$ cat src/rtl/elementwise_divider_seq_if.sv
// Handshake and data bundle for the sequential element-wise divider.
// The master drives the request side and takes results; the slave is the divider.
interface elementwise_divider_seq_if #(
  parameter int N = 8,
  parameter int M = 2
);
  logic             in_valid;
  logic             in_ready;
  logic [M*2*N-1:0] dividend;
  logic [M*N-1:0]   divisor;
  logic             out_valid;
  logic             out_ready;
  logic [M*N-1:0]   quotient;
  logic [M*N-1:0]   remainder;
  logic [M-1:0]     div_zero;
  logic [M-1:0]     overflow;

  modport master (
    output in_valid, dividend, divisor, out_ready,
    input  in_ready, out_valid, quotient, remainder, div_zero, overflow
  );
  modport slave (
    input  in_valid, dividend, divisor, out_ready,
    output in_ready, out_valid, quotient, remainder, div_zero, overflow
  );
endinterface

$ cat src/rtl/elementwise_divider_seq.sv
// Sequential vector divider: one shared restoring divider walks the M element
// pairs in turn, one quotient bit per cycle, flagging zero-divide and overflow.
module elementwise_divider_seq #(
  parameter int N = 8,
  parameter int M = 2
) (
  input  logic                        clk,
  input  logic                        rst,
  elementwise_divider_seq_if.slave    bus
);
  localparam int IW = (M > 1) ? $clog2(M) : 1;
  localparam int CW = $clog2(N + 1);

  typedef enum logic [2:0] {IDLE, LOAD, DIV, STORE, DONE} state_e;

  state_e                 state_q, state_d;
  logic [M-1:0][2*N-1:0]  dvd_q, dvd_d;
  logic [M-1:0][N-1:0]    dvs_q, dvs_d;
  logic [M-1:0][N-1:0]    quo_q, quo_d;
  logic [M-1:0][N-1:0]    rem_q, rem_d;
  logic [M-1:0]           dz_q, dz_d;
  logic [M-1:0]           ov_q, ov_d;
  logic [IW-1:0]          idx_q, idx_d;
  logic [CW-1:0]          cnt_q, cnt_d;
  // acc holds {partial remainder, unconsumed dividend bits / quotient bits}
  logic [2*N-1:0]         acc_q, acc_d;

  logic [2*N-1:0]         dvd_cur;
  logic [N-1:0]           dvs_cur;
  logic [N:0]             trial, diff;

  assign bus.in_ready  = (state_q == IDLE);
  assign bus.out_valid = (state_q == DONE);
  assign bus.quotient  = quo_q;
  assign bus.remainder = rem_q;
  assign bus.div_zero  = dz_q;
  assign bus.overflow  = ov_q;

  always_comb begin
    state_d = state_q;
    dvd_d   = dvd_q;
    dvs_d   = dvs_q;
    quo_d   = quo_q;
    rem_d   = rem_q;
    dz_d    = dz_q;
    ov_d    = ov_q;
    idx_d   = idx_q;
    cnt_d   = cnt_q;
    acc_d   = acc_q;
    dvd_cur = dvd_q[idx_q];
    dvs_cur = dvs_q[idx_q];
    trial   = {acc_q[2*N-1:N], acc_q[N-1]};
    // Partial remainder stays below the divisor, so diff[N] is a clean borrow.
    diff    = trial - {1'b0, dvs_cur};
    case (state_q)
      IDLE: if (bus.in_valid) begin
        dvd_d   = bus.dividend;
        dvs_d   = bus.divisor;
        dz_d    = '0;
        ov_d    = '0;
        idx_d   = '0;
        state_d = LOAD;
      end
      LOAD: begin
        acc_d = dvd_cur;
        cnt_d = '0;
        if (dvs_cur == '0) begin
          dz_d[idx_q] = 1'b1;
          state_d     = STORE;
        end else if (dvd_cur[2*N-1:N] >= dvs_cur) begin
          ov_d[idx_q] = 1'b1;
          state_d     = STORE;
        end else begin
          state_d = DIV;
        end
      end
      DIV: begin
        if (!diff[N]) acc_d = {diff[N-1:0], acc_q[N-2:0], 1'b1};
        else          acc_d = {trial[N-1:0], acc_q[N-2:0], 1'b0};
        cnt_d = cnt_q + CW'(1);
        if (cnt_q == CW'(N - 1)) state_d = STORE;
      end
      STORE: begin
        if (dz_q[idx_q]) begin
          quo_d[idx_q] = '1;
          rem_d[idx_q] = acc_q[N-1:0];
        end else if (ov_q[idx_q]) begin
          quo_d[idx_q] = '1;
          rem_d[idx_q] = '0;
        end else begin
          quo_d[idx_q] = acc_q[N-1:0];
          rem_d[idx_q] = acc_q[2*N-1:N];
        end
        if (idx_q == IW'(M - 1)) begin
          state_d = DONE;
        end else begin
          idx_d   = idx_q + IW'(1);
          state_d = LOAD;
        end
      end
      DONE: if (bus.out_ready) state_d = IDLE;
      default: state_d = IDLE;
    endcase
  end

  always_ff @(posedge clk) begin
    if (rst) begin
      state_q <= IDLE;
      dvd_q   <= '0;
      dvs_q   <= '0;
      quo_q   <= '0;
      rem_q   <= '0;
      dz_q    <= '0;
      ov_q    <= '0;
      idx_q   <= '0;
      cnt_q   <= '0;
      acc_q   <= '0;
    end else begin
      state_q <= state_d;
      dvd_q   <= dvd_d;
      dvs_q   <= dvs_d;
      quo_q   <= quo_d;
      rem_q   <= rem_d;
      dz_q    <= dz_d;
      ov_q    <= ov_d;
      idx_q   <= idx_d;
      cnt_q   <= cnt_d;
      acc_q   <= acc_d;
    end
  end
endmodule

$ cat src/flat_wrapper.sv
// flat-port wrapper written by rule: the top's interface ports become plain ports
module elementwise_divider_seq_flat 
#(
  parameter int N = 8,
  parameter int M = 2
)
  (clk, rst, bus_in_valid, bus_dividend, bus_divisor, bus_out_ready, bus_in_ready, bus_out_valid, bus_quotient, bus_remainder, bus_div_zero, bus_overflow);
  elementwise_divider_seq_if #(.N(N), .M(M)) bus_i ();
  input  logic clk;
  input  logic rst;
  input wire logic [$bits(bus_i.in_valid)-1:0] bus_in_valid;
  input wire logic [$bits(bus_i.dividend)-1:0] bus_dividend;
  input wire logic [$bits(bus_i.divisor)-1:0] bus_divisor;
  input wire logic [$bits(bus_i.out_ready)-1:0] bus_out_ready;
  output wire logic [$bits(bus_i.in_ready)-1:0] bus_in_ready;
  output wire logic [$bits(bus_i.out_valid)-1:0] bus_out_valid;
  output wire logic [$bits(bus_i.quotient)-1:0] bus_quotient;
  output wire logic [$bits(bus_i.remainder)-1:0] bus_remainder;
  output wire logic [$bits(bus_i.div_zero)-1:0] bus_div_zero;
  output wire logic [$bits(bus_i.overflow)-1:0] bus_overflow;
  assign bus_i.in_valid = bus_in_valid;
  assign bus_i.dividend = bus_dividend;
  assign bus_i.divisor = bus_divisor;
  assign bus_i.out_ready = bus_out_ready;
  assign bus_in_ready = bus_i.in_ready;
  assign bus_out_valid = bus_i.out_valid;
  assign bus_quotient = bus_i.quotient;
  assign bus_remainder = bus_i.remainder;
  assign bus_div_zero = bus_i.div_zero;
  assign bus_overflow = bus_i.overflow;
  elementwise_divider_seq #(.N(N), .M(M)) u_core (.clk(clk), .rst(rst), .bus(bus_i));
endmodule
$ cat config.mk
export PLATFORM = sky130hd
export DESIGN_NAME = elementwise_divider_seq_flat
export DESIGN_NICKNAME = d
export VERILOG_FILES = /design/src/rtl/elementwise_divider_seq_if.sv /design/src/rtl/elementwise_divider_seq.sv /design/src/flat_wrapper.sv
export SDC_FILE = /design/constraint.sdc
export NUM_CORES = 1
export LEC_CHECK = 0
export ABC_AREA = 1
export BUFFER_PORTS_ARGS = -buffer_cell sky130_fd_sc_hd__buf_2
export CAP_MARGIN = 20
export CORE_MARGIN = 4
export CORE_UTILIZATION = 57
export CTS_BUF_LIST = sky130_fd_sc_hd__clkbuf_8 sky130_fd_sc_hd__clkbuf_16
export CTS_CLUSTER_DIAMETER = 40
export CTS_CLUSTER_SIZE = 24
export DETAILED_ROUTE_END_ITERATION = 7
export GPL_TIMING_DRIVEN = 0
export HOLD_SLACK_MARGIN = 0.08
export PLACE_DENSITY_LB_ADDON = 0.05
export SKIP_CTS_REPAIR_TIMING = 1
export SLEW_MARGIN = 40
export SYNTH_ARGS = -nofsm -noshare
export SYNTH_HDL_FRONTEND = slang
export SYNTH_SLANG_ARGS = --single-unit
export TNS_END_PERCENT = 100
$ cat constraint.sdc
create_clock -name clk -period 2.6 [get_ports clk]
set_input_delay 0.26 -clock clk [delete_from_list [all_inputs] [get_ports clk]]
set_output_delay 0.26 -clock clk [all_outputs]
set_load 0.05 [all_outputs]
==> summary.txt <==
STA
  – Worst Skew: roughly 0.016 ns
  – Relative slew slack: between 50% and 60%
  – Period utilization: a little over nine tenths
  – Achievable Freq: around 0.41 GHz
  – Final setup fails: 0
  – Min cycle time layout: about 2.5 ns
  – Slew Limit Fails: 0
  – Hold Vio Cnt, Final: 0
  – Setup ws final: approximately 0.14 ns
  – Hold Slack: 0.141 ns
  – Worst-Margin Slew: 0.630 ns

Detailed routing
  – WL final: ~16 mm
  – Starting DRT DRC Count: 390
  – DR WL/cell: 16.1 um
  – Drt first pass iters: 5
  – Detail Route Antenna Nets: 0
  – # DRC: 0
  – Vias: ~5,600
  – DR vias/cell: 5.58

CTS
  – CTS Sinks: ~110
  – Htree depth: 3
  – Root Driver: clkbuf_8
  – CTS tree: done
  – CTS max path bufs: 2
  – Clock Latency Late Sink: 0.38 ns
  – CTS buffer count: 9
  – Clock-pin slew on the worst setup and hold paths: 0.11 ns

Final layout
  – Nets: approximately 940
  – # fillers: slightly below 900
  – Layout cell share with drive strength beyond 1: around a fifth
  – Area grow syn2layout: 15.6%
  – # diodes: 0
  – Utilization after layout: slightly below 70%
  – Fin cells: roughly 1,000

Logic synthesis
  – Yosys cell types: 41
  – Yosys reg bits: 108
  – Mapped Avg Cell Area: roughly 7.2 sq um
  – Mapped Nets: 838
  – Synth warnings: 0
  – Synth area leader: dfxtp_1
  – Ys async rst share: 0%
  – Cell count after synthesis: 768
  – Leading register cell type out of synthesis: dfxtp_1
  – Number of flops mapped to enable cells by yosys: 0
  – Count leader, synth: nand2_1
  – Post-synth top cells: nand2_1 (151), dfxtp_1 (108), a21oi_1 (100), o21ai_0 (99), inv_1 (77)
  – Synthesized cell area: 5540 sq um
  – Seq/Total Area, Yosys: 39.0%
  – Top-area cell type share of the netlist area: between 30% and 40%
  – Leading post-synthesis cells by cell area: dfxtp_1 (39%), nand2_1 (10%), a21oi_1 (9.0%)

Floorplanning
  – Initial core utilization: 59.1%
  – # IOs: 90
  – Row cnt: 35
  – Die X: around 110 um
  – Die Area: ~11,000 sq um
  – Die H: ~110 um
  – Core area: 9370 sq um

Placement
  – Detailed placement HPWL: around 13 mm
  – Placer Congestion: just under 1
  – Dpl ws: -0.282 ns
  – Placed Cells incl. Taps: between 900 and 1,000
  – PortBufs: between 80 and 90

Power
  – Total chip power: around 5.2 mW
  – Power Density: between 800 and 900 nW/um^2
  – Peak VDD IR: about 0.00038 V
  – Leakage power: roughly 2.8 nW

Critical path
  – Most frequent cell on the critical path: nand2_2
  – Critical Path Start Type: flip-flop
  – R2r worst-path depth: 17
  – CP max-delay cell: fa_1
  – Crit path DAT: roughly 2.7 ns
  – Crit-path max FO: 10
  – CP Cell Sequence: buf_6, inv_6, buf_12, nand2_4, nand2_2, ha_1, fa_1, inv_1, nand3_1, nand2_2, nand2_2, nand2_2, nand2_4, nand2_4, nand2_1, nand3_1, a21oi_1
  – Crit. End Element: flip-flop
  – WP data required: 2.86 ns
  – Biggest cell delay along the critical path: 0.40 ns
  – WS Path Type: flip-flop to flip-flop

Hold path
  – Hold Path Stages: 3
  – Min-delay worst type: input pin to flip-flop

GRT
  – Tot GR Track Use: between 20 and 30%
  – First-pass GRT wire length: ~26 mm
  – Vias in the first global route: just over 5,000
  – Maximum number of pins on one net before global-route repair: 20
  – Initial antenna violation count: 0
  – Grt total ovfl: 0

Run
  – # Max-Cap Violations: 0

Run status
  – Status: completed
-- kinds of logic after synthesis --
family	synth area share [%]
flip-flops	39.0
AO/OA/AOI/OAI	22.1
adder cells (fa/ha/maj)	4.20
buffers and inverters	10.3
XOR/XNOR	0.474
AND/OR/NAND/NOR	24.0
-- state kept, by name, indices dropped and copies added, names as in the netlist --
| name | count |
|---|---|
| u_core.dvd_q | 32 |
| u_core.acc_q | 16 |
| u_core.bus.div_zero | 2 |
| u_core.bus.quotient | 16 |
| u_core.idx_q | 1 |
| u_core.bus.remainder | 16 |
| u_core.dvs_q | 16 |
| u_core.state_q | 3 |
| u_core.bus.overflow | 2 |
| u_core.cnt_q | 4 |
-- metrics by stage --
| stage | instance area [sq um] | TNS, ns |
|---|---|---|
| after global routing | 6410 | -0.00655 |
| after global placement | 6140 | -2.02 |
| after floorplan | 5540 | 0 |
| final | 6410 | 0 |
| after detailed placement | 6140 | -2.21 |
| after CTS | 6350 | -2.28 |
-- critical path, delay by kind of cell (launching register included) --
kind	cells	cell delay [ns]
compound gates	1	0.06
fa+ha+maj	2	0.63
buf+inv	4	0.41
flops	1	0.35
simple gates	10	0.88
-- routing by layer --
metal  wire (um)  vias up  track usage [%]
met5           0        -                0
met4         374        0             9.86
met3        1310       32             5.42
met2        7440      227             46.0
met1        7030     2585             38.1
li1            -     2752                -
-- layout by cell type, fill, tap and decap left out, types with 16 or more instances in the layout --
master	synthesis	layout
nor2_1	45	45
nand2_1	151	148
inv_1	77	78
nand3_1	53	53
clkbuf_1	16	16
o21ai_0	99	99
a21oi_1	100	100
dfxtp_1	108	108
buf_2	16	102
ha_1	17	17
-- power by group --
part	switching, mW	internal, mW	leakage [nW]	total (mW)
Combinational	1.42	0.713	1.80	2.13
Sequential	0.157	1.84	0.882	2.00
Clock	0.614	0.463	0.109	1.08
Total	2.19	3.02	2.80	5.20
-- worst paths after layout --
kind / start / end / slack [ns]
max: u_core.idx_q$_SDFFE_PP0P_ / u_core.acc_q[15]$_SDFFE_PP0N_ / 0.14
min: bus_dividend[19] / u_core.dvd_q[19]$_SDFFE_PP0P_ / 0.14
max reg2reg: u_core.idx_q$_SDFFE_PP0P_ / u_core.acc_q[15]$_SDFFE_PP0N_ / 0.14
min reg2reg: u_core.dvd_q[4]$_SDFFE_PP0P_ / u_core.dvd_q[4]$_SDFFE_PP0P_ / 0.45
-- final cells by class --
| cell class | count | area (sq um) | share of cell area, % |
|---|---|---|---|
| repair buffers | 91 | 463 | 7.23 |
| clock inverters | 7 | 82.6 | 1.29 |
| well taps | 129 | 161 | 2.52 |
| clock buffers | 9 | 124 | 1.93 |
| flip-flops and latches | 108 | 2160 | 33.7 |
| multi-input cells | 535 | 2840 | 44.3 |
| plain buffers | 41 | 259 | 4.04 |
| inverters | 83 | 317 | 4.94 |
No activity file was read; power rests on OpenSTA's default activity.
